[config.mk]
export PLATFORM = sky130hd
export DESIGN_NAME = ucsbece154a_mc_controller
export DESIGN_NICKNAME = d
export VERILOG_FILES = /design/src/rtl/ucsbece154a_mc_controller_pkg.sv /design/src/rtl/ucsbece154a_aludec.sv /design/src/rtl/ucsbece154a_mc_controller.sv
export SDC_FILE = /design/constraint.sdc
export NUM_CORES = 1
export LEC_CHECK = 0
export ABC_CLOCK_PERIOD_IN_PS = 3500
export BUFFER_PORTS_ARGS = -buffer_cell sky130_fd_sc_hd__buf_2
export CORE_MARGIN = 4
export CORE_UTILIZATION = 47
export CTS_CLUSTER_SIZE = 28
export DETAILED_ROUTE_END_ITERATION = 10
export PLACE_DENSITY = 0.85
export SYNTH_ARGS = -nofsm -noshare
export SYNTH_HDL_FRONTEND = slang
export SYNTH_SLANG_ARGS = --single-unit
[constraint.sdc]
create_clock -name clk -period 3.5 [get_ports clk]
set_clock_uncertainty 0.1 [all_clocks]
set_input_delay 0.175 -clock clk [delete_from_list [all_inputs] [get_ports clk]]
set_output_delay 0.175 -clock clk [all_outputs]
set_load 0.05 [all_outputs]
[src/rtl/ucsbece154a_mc_controller_pkg.sv]
// Shared definitions for the multicycle RV32I controller.
// Holds the FSM state encoding, the ALUOp encoding, opcode/funct3
// constants and the ALUControl / ImmSrc codes used by the controller
// and the ALU decoder.
package ucsbece154a_mc_controller_pkg;

  typedef enum logic [3:0] {
    S_FETCH,
    S_DECODE,
    S_MEMADR,
    S_MEMREAD,
    S_MEMWB,
    S_MEMWRITE,
    S_EXECUTER,
    S_EXECUTEI,
    S_ALUWB,
    S_BEQ,
    S_JAL,
    S_LUI
  } state_t;

  typedef enum logic [1:0] {
    ALUOP_ADD   = 2'b00,
    ALUOP_SUB   = 2'b01,
    ALUOP_FUNCT = 2'b10
  } aluop_t;

  localparam logic [6:0] OP_LW    = 7'b0000011;
  localparam logic [6:0] OP_SW    = 7'b0100011;
  localparam logic [6:0] OP_RTYPE = 7'b0110011;
  localparam logic [6:0] OP_ITYPE = 7'b0010011;
  localparam logic [6:0] OP_BEQ   = 7'b1100011;
  localparam logic [6:0] OP_JAL   = 7'b1101111;
  localparam logic [6:0] OP_LUI   = 7'b0110111;

  localparam logic [2:0] F3_ADD = 3'b000;
  localparam logic [2:0] F3_SLT = 3'b010;
  localparam logic [2:0] F3_OR  = 3'b110;
  localparam logic [2:0] F3_AND = 3'b111;

  localparam logic [2:0] ALUC_ADD = 3'b000;
  localparam logic [2:0] ALUC_SUB = 3'b001;
  localparam logic [2:0] ALUC_AND = 3'b010;
  localparam logic [2:0] ALUC_OR  = 3'b011;
  localparam logic [2:0] ALUC_SLT = 3'b101;

  localparam logic [2:0] IMM_I = 3'b000;
  localparam logic [2:0] IMM_S = 3'b001;
  localparam logic [2:0] IMM_B = 3'b010;
  localparam logic [2:0] IMM_J = 3'b011;
  localparam logic [2:0] IMM_U = 3'b100;

endpackage

[src/rtl/ucsbece154a_aludec.sv]
// ALU decoder: maps the controller's ALUOp plus instruction fields to
// the 3-bit ALUControl code.
// Ports:
//   aluop       - add / sub / decode-from-funct request
//   funct3      - instruction funct3
//   funct7b5    - instruction bit 30
//   op5         - opcode bit 5 (distinguishes R-type from I-type)
//   alu_control - ALU operation select
module ucsbece154a_aludec
  import ucsbece154a_mc_controller_pkg::*;
(
  input  aluop_t     aluop,
  input  logic [2:0] funct3,
  input  logic       funct7b5,
  input  logic       op5,
  output logic [2:0] alu_control
);

  always_comb begin
    alu_control = ALUC_ADD;
    unique case (aluop)
      ALUOP_ADD: alu_control = ALUC_ADD;
      ALUOP_SUB: alu_control = ALUC_SUB;
      ALUOP_FUNCT: begin
        case (funct3)
          // addi's immediate may have bit 30 set, so sub needs op5 too
          F3_ADD:  alu_control = (funct7b5 & op5) ? ALUC_SUB : ALUC_ADD;
          F3_SLT:  alu_control = ALUC_SLT;
          F3_OR:   alu_control = ALUC_OR;
          F3_AND:  alu_control = ALUC_AND;
          default: alu_control = ALUC_ADD;
        endcase
      end
      default: alu_control = ALUC_ADD;
    endcase
  end

endmodule

[src/rtl/ucsbece154a_mc_controller.sv]
// Multicycle RV32I controller: Moore FSM sequencing fetch, decode,
// memory, execute and write-back steps, plus combinational ImmSrc
// decode and an ALU decoder sub-module.
// Ports:
//   clk, reset                 - clock, synchronous active-high reset
//   op_i, funct3_i, funct7b5_i - instruction fields from IR
//   Zero_i                     - ALU zero flag (branch resolution)
//   PCWrite_o .. MemWrite_o    - write enables
//   AdrSrc_o, ALUSrcA_o, ALUSrcB_o, ResultSrc_o, ImmSrc_o - datapath selects
//   ALUControl_o               - ALU operation
//   illegal_o                  - unsupported opcode seen in DECODE
module ucsbece154a_mc_controller
  import ucsbece154a_mc_controller_pkg::*;
(
  input  logic       clk,
  input  logic       reset,
  input  logic [6:0] op_i,
  input  logic [2:0] funct3_i,
  input  logic       funct7b5_i,
  input  logic       Zero_i,
  output logic       PCWrite_o,
  output logic       IRWrite_o,
  output logic       RegWrite_o,
  output logic       MemWrite_o,
  output logic       AdrSrc_o,
  output logic [1:0] ALUSrcA_o,
  output logic [1:0] ALUSrcB_o,
  output logic [1:0] ResultSrc_o,
  output logic [2:0] ImmSrc_o,
  output logic [2:0] ALUControl_o,
  output logic       illegal_o
);

  state_t state, state_next;
  aluop_t aluop;
  logic   pc_update, branch, ir_write, reg_write, mem_write, illegal;

  always_ff @(posedge clk) begin
    if (reset) state <= S_FETCH;
    else       state <= state_next;
  end

  always_comb begin
    state_next  = state;
    aluop       = ALUOP_ADD;
    pc_update   = 1'b0;
    branch      = 1'b0;
    ir_write    = 1'b0;
    reg_write   = 1'b0;
    mem_write   = 1'b0;
    illegal     = 1'b0;
    AdrSrc_o    = 1'b0;
    ALUSrcA_o   = 2'b00;
    ALUSrcB_o   = 2'b00;
    ResultSrc_o = 2'b00;
    case (state)
      S_FETCH: begin
        ir_write    = 1'b1;
        ALUSrcB_o   = 2'b10;
        ResultSrc_o = 2'b10;
        pc_update   = 1'b1;
        state_next  = S_DECODE;
      end
      S_DECODE: begin
        ALUSrcA_o = 2'b01;
        ALUSrcB_o = 2'b01;
        case (op_i)
          OP_LW, OP_SW: state_next = S_MEMADR;
          OP_RTYPE:     state_next = S_EXECUTER;
          OP_ITYPE:     state_next = S_EXECUTEI;
          OP_BEQ:       state_next = S_BEQ;
          OP_JAL:       state_next = S_JAL;
          OP_LUI:       state_next = S_LUI;
          default: begin
            illegal    = 1'b1;
            state_next = S_FETCH;
          end
        endcase
      end
      S_MEMADR: begin
        ALUSrcA_o  = 2'b10;
        ALUSrcB_o  = 2'b01;
        state_next = (op_i == OP_SW) ? S_MEMWRITE : S_MEMREAD;
      end
      S_MEMREAD: begin
        AdrSrc_o   = 1'b1;
        state_next = S_MEMWB;
      end
      S_MEMWB: begin
        ResultSrc_o = 2'b01;
        reg_write   = 1'b1;
        state_next  = S_FETCH;
      end
      S_MEMWRITE: begin
        AdrSrc_o   = 1'b1;
        mem_write  = 1'b1;
        state_next = S_FETCH;
      end
      S_EXECUTER: begin
        ALUSrcA_o  = 2'b10;
        aluop      = ALUOP_FUNCT;
        state_next = S_ALUWB;
      end
      S_EXECUTEI: begin
        ALUSrcA_o  = 2'b10;
        ALUSrcB_o  = 2'b01;
        aluop      = ALUOP_FUNCT;
        state_next = S_ALUWB;
      end
      S_ALUWB: begin
        reg_write  = 1'b1;
        state_next = S_FETCH;
      end
      S_BEQ: begin
        ALUSrcA_o  = 2'b10;
        aluop      = ALUOP_SUB;
        branch     = 1'b1;
        state_next = S_FETCH;
      end
      S_JAL: begin
        ALUSrcA_o  = 2'b01;
        ALUSrcB_o  = 2'b10;
        pc_update  = 1'b1;
        state_next = S_ALUWB;
      end
      S_LUI: begin
        ResultSrc_o = 2'b11;
        reg_write   = 1'b1;
        state_next  = S_FETCH;
      end
      default: state_next = S_FETCH;
    endcase
  end

  always_comb begin
    case (op_i)
      OP_SW:   ImmSrc_o = IMM_S;
      OP_BEQ:  ImmSrc_o = IMM_B;
      OP_JAL:  ImmSrc_o = IMM_J;
      OP_LUI:  ImmSrc_o = IMM_U;
      default: ImmSrc_o = IMM_I;
    endcase
  end

  // Enables are masked while reset is held so nothing commits during reset.
  assign PCWrite_o  = ~reset & (pc_update | (branch & Zero_i));
  assign IRWrite_o  = ~reset & ir_write;
  assign RegWrite_o = ~reset & reg_write;
  assign MemWrite_o = ~reset & mem_write;
  assign illegal_o  = ~reset & illegal;

  ucsbece154a_aludec u_aludec (
    .aluop       (aluop),
    .funct3      (funct3_i),
    .funct7b5    (funct7b5_i),
    .op5         (op_i[5]),
    .alu_control (ALUControl_o)
  );

endmodule

==> flow_summary.yaml <==
outcome:
  status: "completed"
cts:
  clkSinkCount: 4
  post_cts_resize_count: 0
  cts.clk_slew.worst_paths_ns: 0.04
  postCtsSetupBuffers: 0
  clock_latency_ns: 0.24
  cts_max_path_buffers: 2
  clockRootBuffer: "clkbuf_4"
  hold_buffers: 0
  h-tree-depth: 1
  cts_buffers: 3
  cts_tree: "built"
synth:
  syn-cell-area_um2: 628
  yosysTopAreaCellShare_pct: 12.7
  yosysUniqueCellTypes: 39
  synth-edff-count: 0
  synth-seq-area-share_pct: 12.7
  netlist_instances: 92
  ys.flop_type: "dfxtp_1"
  synth_top_area_cell: "dfxtp_1"
  ys_seq_elements: 4
  async_reset_ff_share_pct: 0
  ys_warn_count: 0
  syn_nets: 108
  synth_area_leaders: "dfxtp_1, nor3_1, a21oi_1, ha_1, inv_1"
  avgSynthCellArea_um2: 6.83
critical_path:
  arrival_ns: 2.23
  max_stage_delay_ns: 0.58
  cp_cell_sequence: "clkinv_1 -> nand3_1 -> inv_1 -> ha_1 -> nor4_1 -> buf_2"
  cp.required_ns: 3.22
  critPathTopFamily: "buffers and inverters"
  cp_max_fo: 12
  path_class: "flop to output port"
  slowest_stage: "dfxtp_1"
  startpoint_type: "flop"
  end_kind: "output port"
  critPathBufInv: 3
placed_design:
  dpl.hpwl_um: 1370
  gp_congestion: 0.839
  place_area_um2: 777
  portBuffers: 31
detailed_routing:
  wirelength_um: 1710
  drt-initial-drc-count: 14
  drc_errors: 0
  wl_per_cell_um: 12.7
  routed-via-count: 785
  first_pass_iters: 4
  viasPerCell: 5.81
  detail-route-antenna-nets: 0
die:
  die_x_um: 44.6
  coreArea_mm2: 0.00119
  rows: 12
  die-area_mm2: 0.00199
  io_pins: 32
  start_util_pct: 53.0
  dieHeight_um: 44.6
power_and_ir_drop:
  power_switching_mw: 0.0901
  intPower_mw: 0.114
  power_frac_comb_pct: 45.5
  p_seq_share_pct: 26.5
  power.density_mw_per_mm2: 255
  leakagePower_nw: 0.374
  power.share.clock_pct: 28.1
  swShare_pct: 44.1
  irDropWorstVdd_mv: 0.302
finish:
  top_register: "state"
  diodes: 0
  drive_gt1_share_pct: 31.4
  fin_util_pct: 67.4
  multiInputGateArea_um2: 498
  synthToLayoutAreaGrowth_pct: 27.3
  fillers: 110
  register_area_um2: 80.1
  fin_area_um2: 800
  largest_register_ff_count: 4
  top_regs: "state (4)"
  layout.nets: 139
timing:
  setup_violations: 0
  worst_slew_pin_slew_ns: 0.486
  final.setup.tns_ns: 0
  drv_slew: 0
  period_minus_slack_ns: 2.50
  hold_violations: 0
  maxSlewHeadroom_pct: 67.5
  rsz0062_at_grt: "false"
  finalCritPeriodShare_pct: 71.4
  fmaxAchievable_mhz: 400
run:
  cap_violations: 0
global_route:
  grt_pass1_vias: 651
  track_usage_pct: 17.7
  grt_overflow: 0
  grt_max_degree: 17
  grt_pass1_wl_um: 2730
  antenna_found_initial: 0
hold_path:
  min_path_type: "input pin to flop"
## cells by family (layout without fill, tap and decap cells)
logic type	Yosys count	count (layout)	synth area share [%]
mux	1	1	1.59
flops	4	4	12.7
buf+inv	12	41	7.97
compound gates	25	25	27.3
xor+xnor	4	4	5.58
simple gates	44	44	40.8
fa+ha+maj	2	2	3.98
## routing by layer
layer	vias to the layer above	global-route usage [%]	wire, um	part of all wire [%]
li1	404	-	-	-
met4	0	1.81	0	0
met3	0	4.88	127	7.4
met2	23	32.1	823	48
met1	358	21.1	759	44
met5	-	0	0	0
## metrics by stage
step,total power [mW],hold WS (ns),worst slack (ns),cells
after floorplan,0.121,0.190,0.557,92
after global placement,0.146,0.378,1.33,132
final,0.204,0.130,1.00,135
after detailed placement,0.147,0.376,1.27,132
after global routing,0.218,0.120,0.756,135
after CTS,0.207,0.123,0.995,135
## final timing paths
kind,slack (ns),cells past startpoint,end,from
worst max-delay path,1.0,6,ALUControl_o[2],state[1]
worst min register to register,0.67,2,state[0],state[0]
worst max register to register,1.91,3,state[3],state[0]
worst min-delay path,0.13,2,state[3],reset
## synthesized netlist by cell type (3+ instances only)
master and count:
o31ai_1 3, nor2_1 5, buf_2 4, or3_1 3, nor2b_1 3, nor3_1 8
nand3_1 4, dfxtp_1 4, a21oi_1 7, inv_1 6, o21ai_0 4, nand2_1 5
## power groups by stage
stage	sequential, mW	combinational (mW)	clock (mW)
final	0.0540	0.0928	0.0573
after global routing	0.0546	0.0986	0.0650
after CTS	0.0537	0.0929	0.0602
after detailed placement	0.0544	0.0927	0
after global placement	0.0545	0.0914	0
after floorplan	0.0497	0.0712	0
## cell usage in the layout (no fill, tap or decap), drive strengths merged
cell type  instances
a21boi             1
dfxtp              4
nor3               8
xnor2              2
mux2i              1
nand3b             2
nand4              1
o22ai              1
o2bb2ai            1
nor4               2
nand4b             1
o211a              1
o221a              1
o21ai              4
nand2b             2
and3               2
clkinv             1
nor2b              3
or4b               1
a211oi             1
xor2               2
and2b              2
nand2              5
or3                3
nor2               5
and3b              1
o211ai             1
or3b               1
o32a               1
buf               31
clkbuf             3
o21a               1
nand3              5
a21oi              7
o31ai              3
inv                6
o32ai              2
ha                 2
## worst register-to-register path: cells and delay by family, from the launching register on
kind               cells  cell delay [ns]
AOI/OAI and AO/OA      1             0.12
DFF                    1             0.61
and+or+nand+nor        2             0.68
## layout make-up
type	count	share of cell area, %
Sequential cell	4	10.0
Timing Repair Buffer	31	19.4
Clock buffer	3	2.82
Tap cell	14	2.19
Multi-Input combinational cell	76	62.3
Inverter	7	3.29
Power figures use the tool's default switching activity.
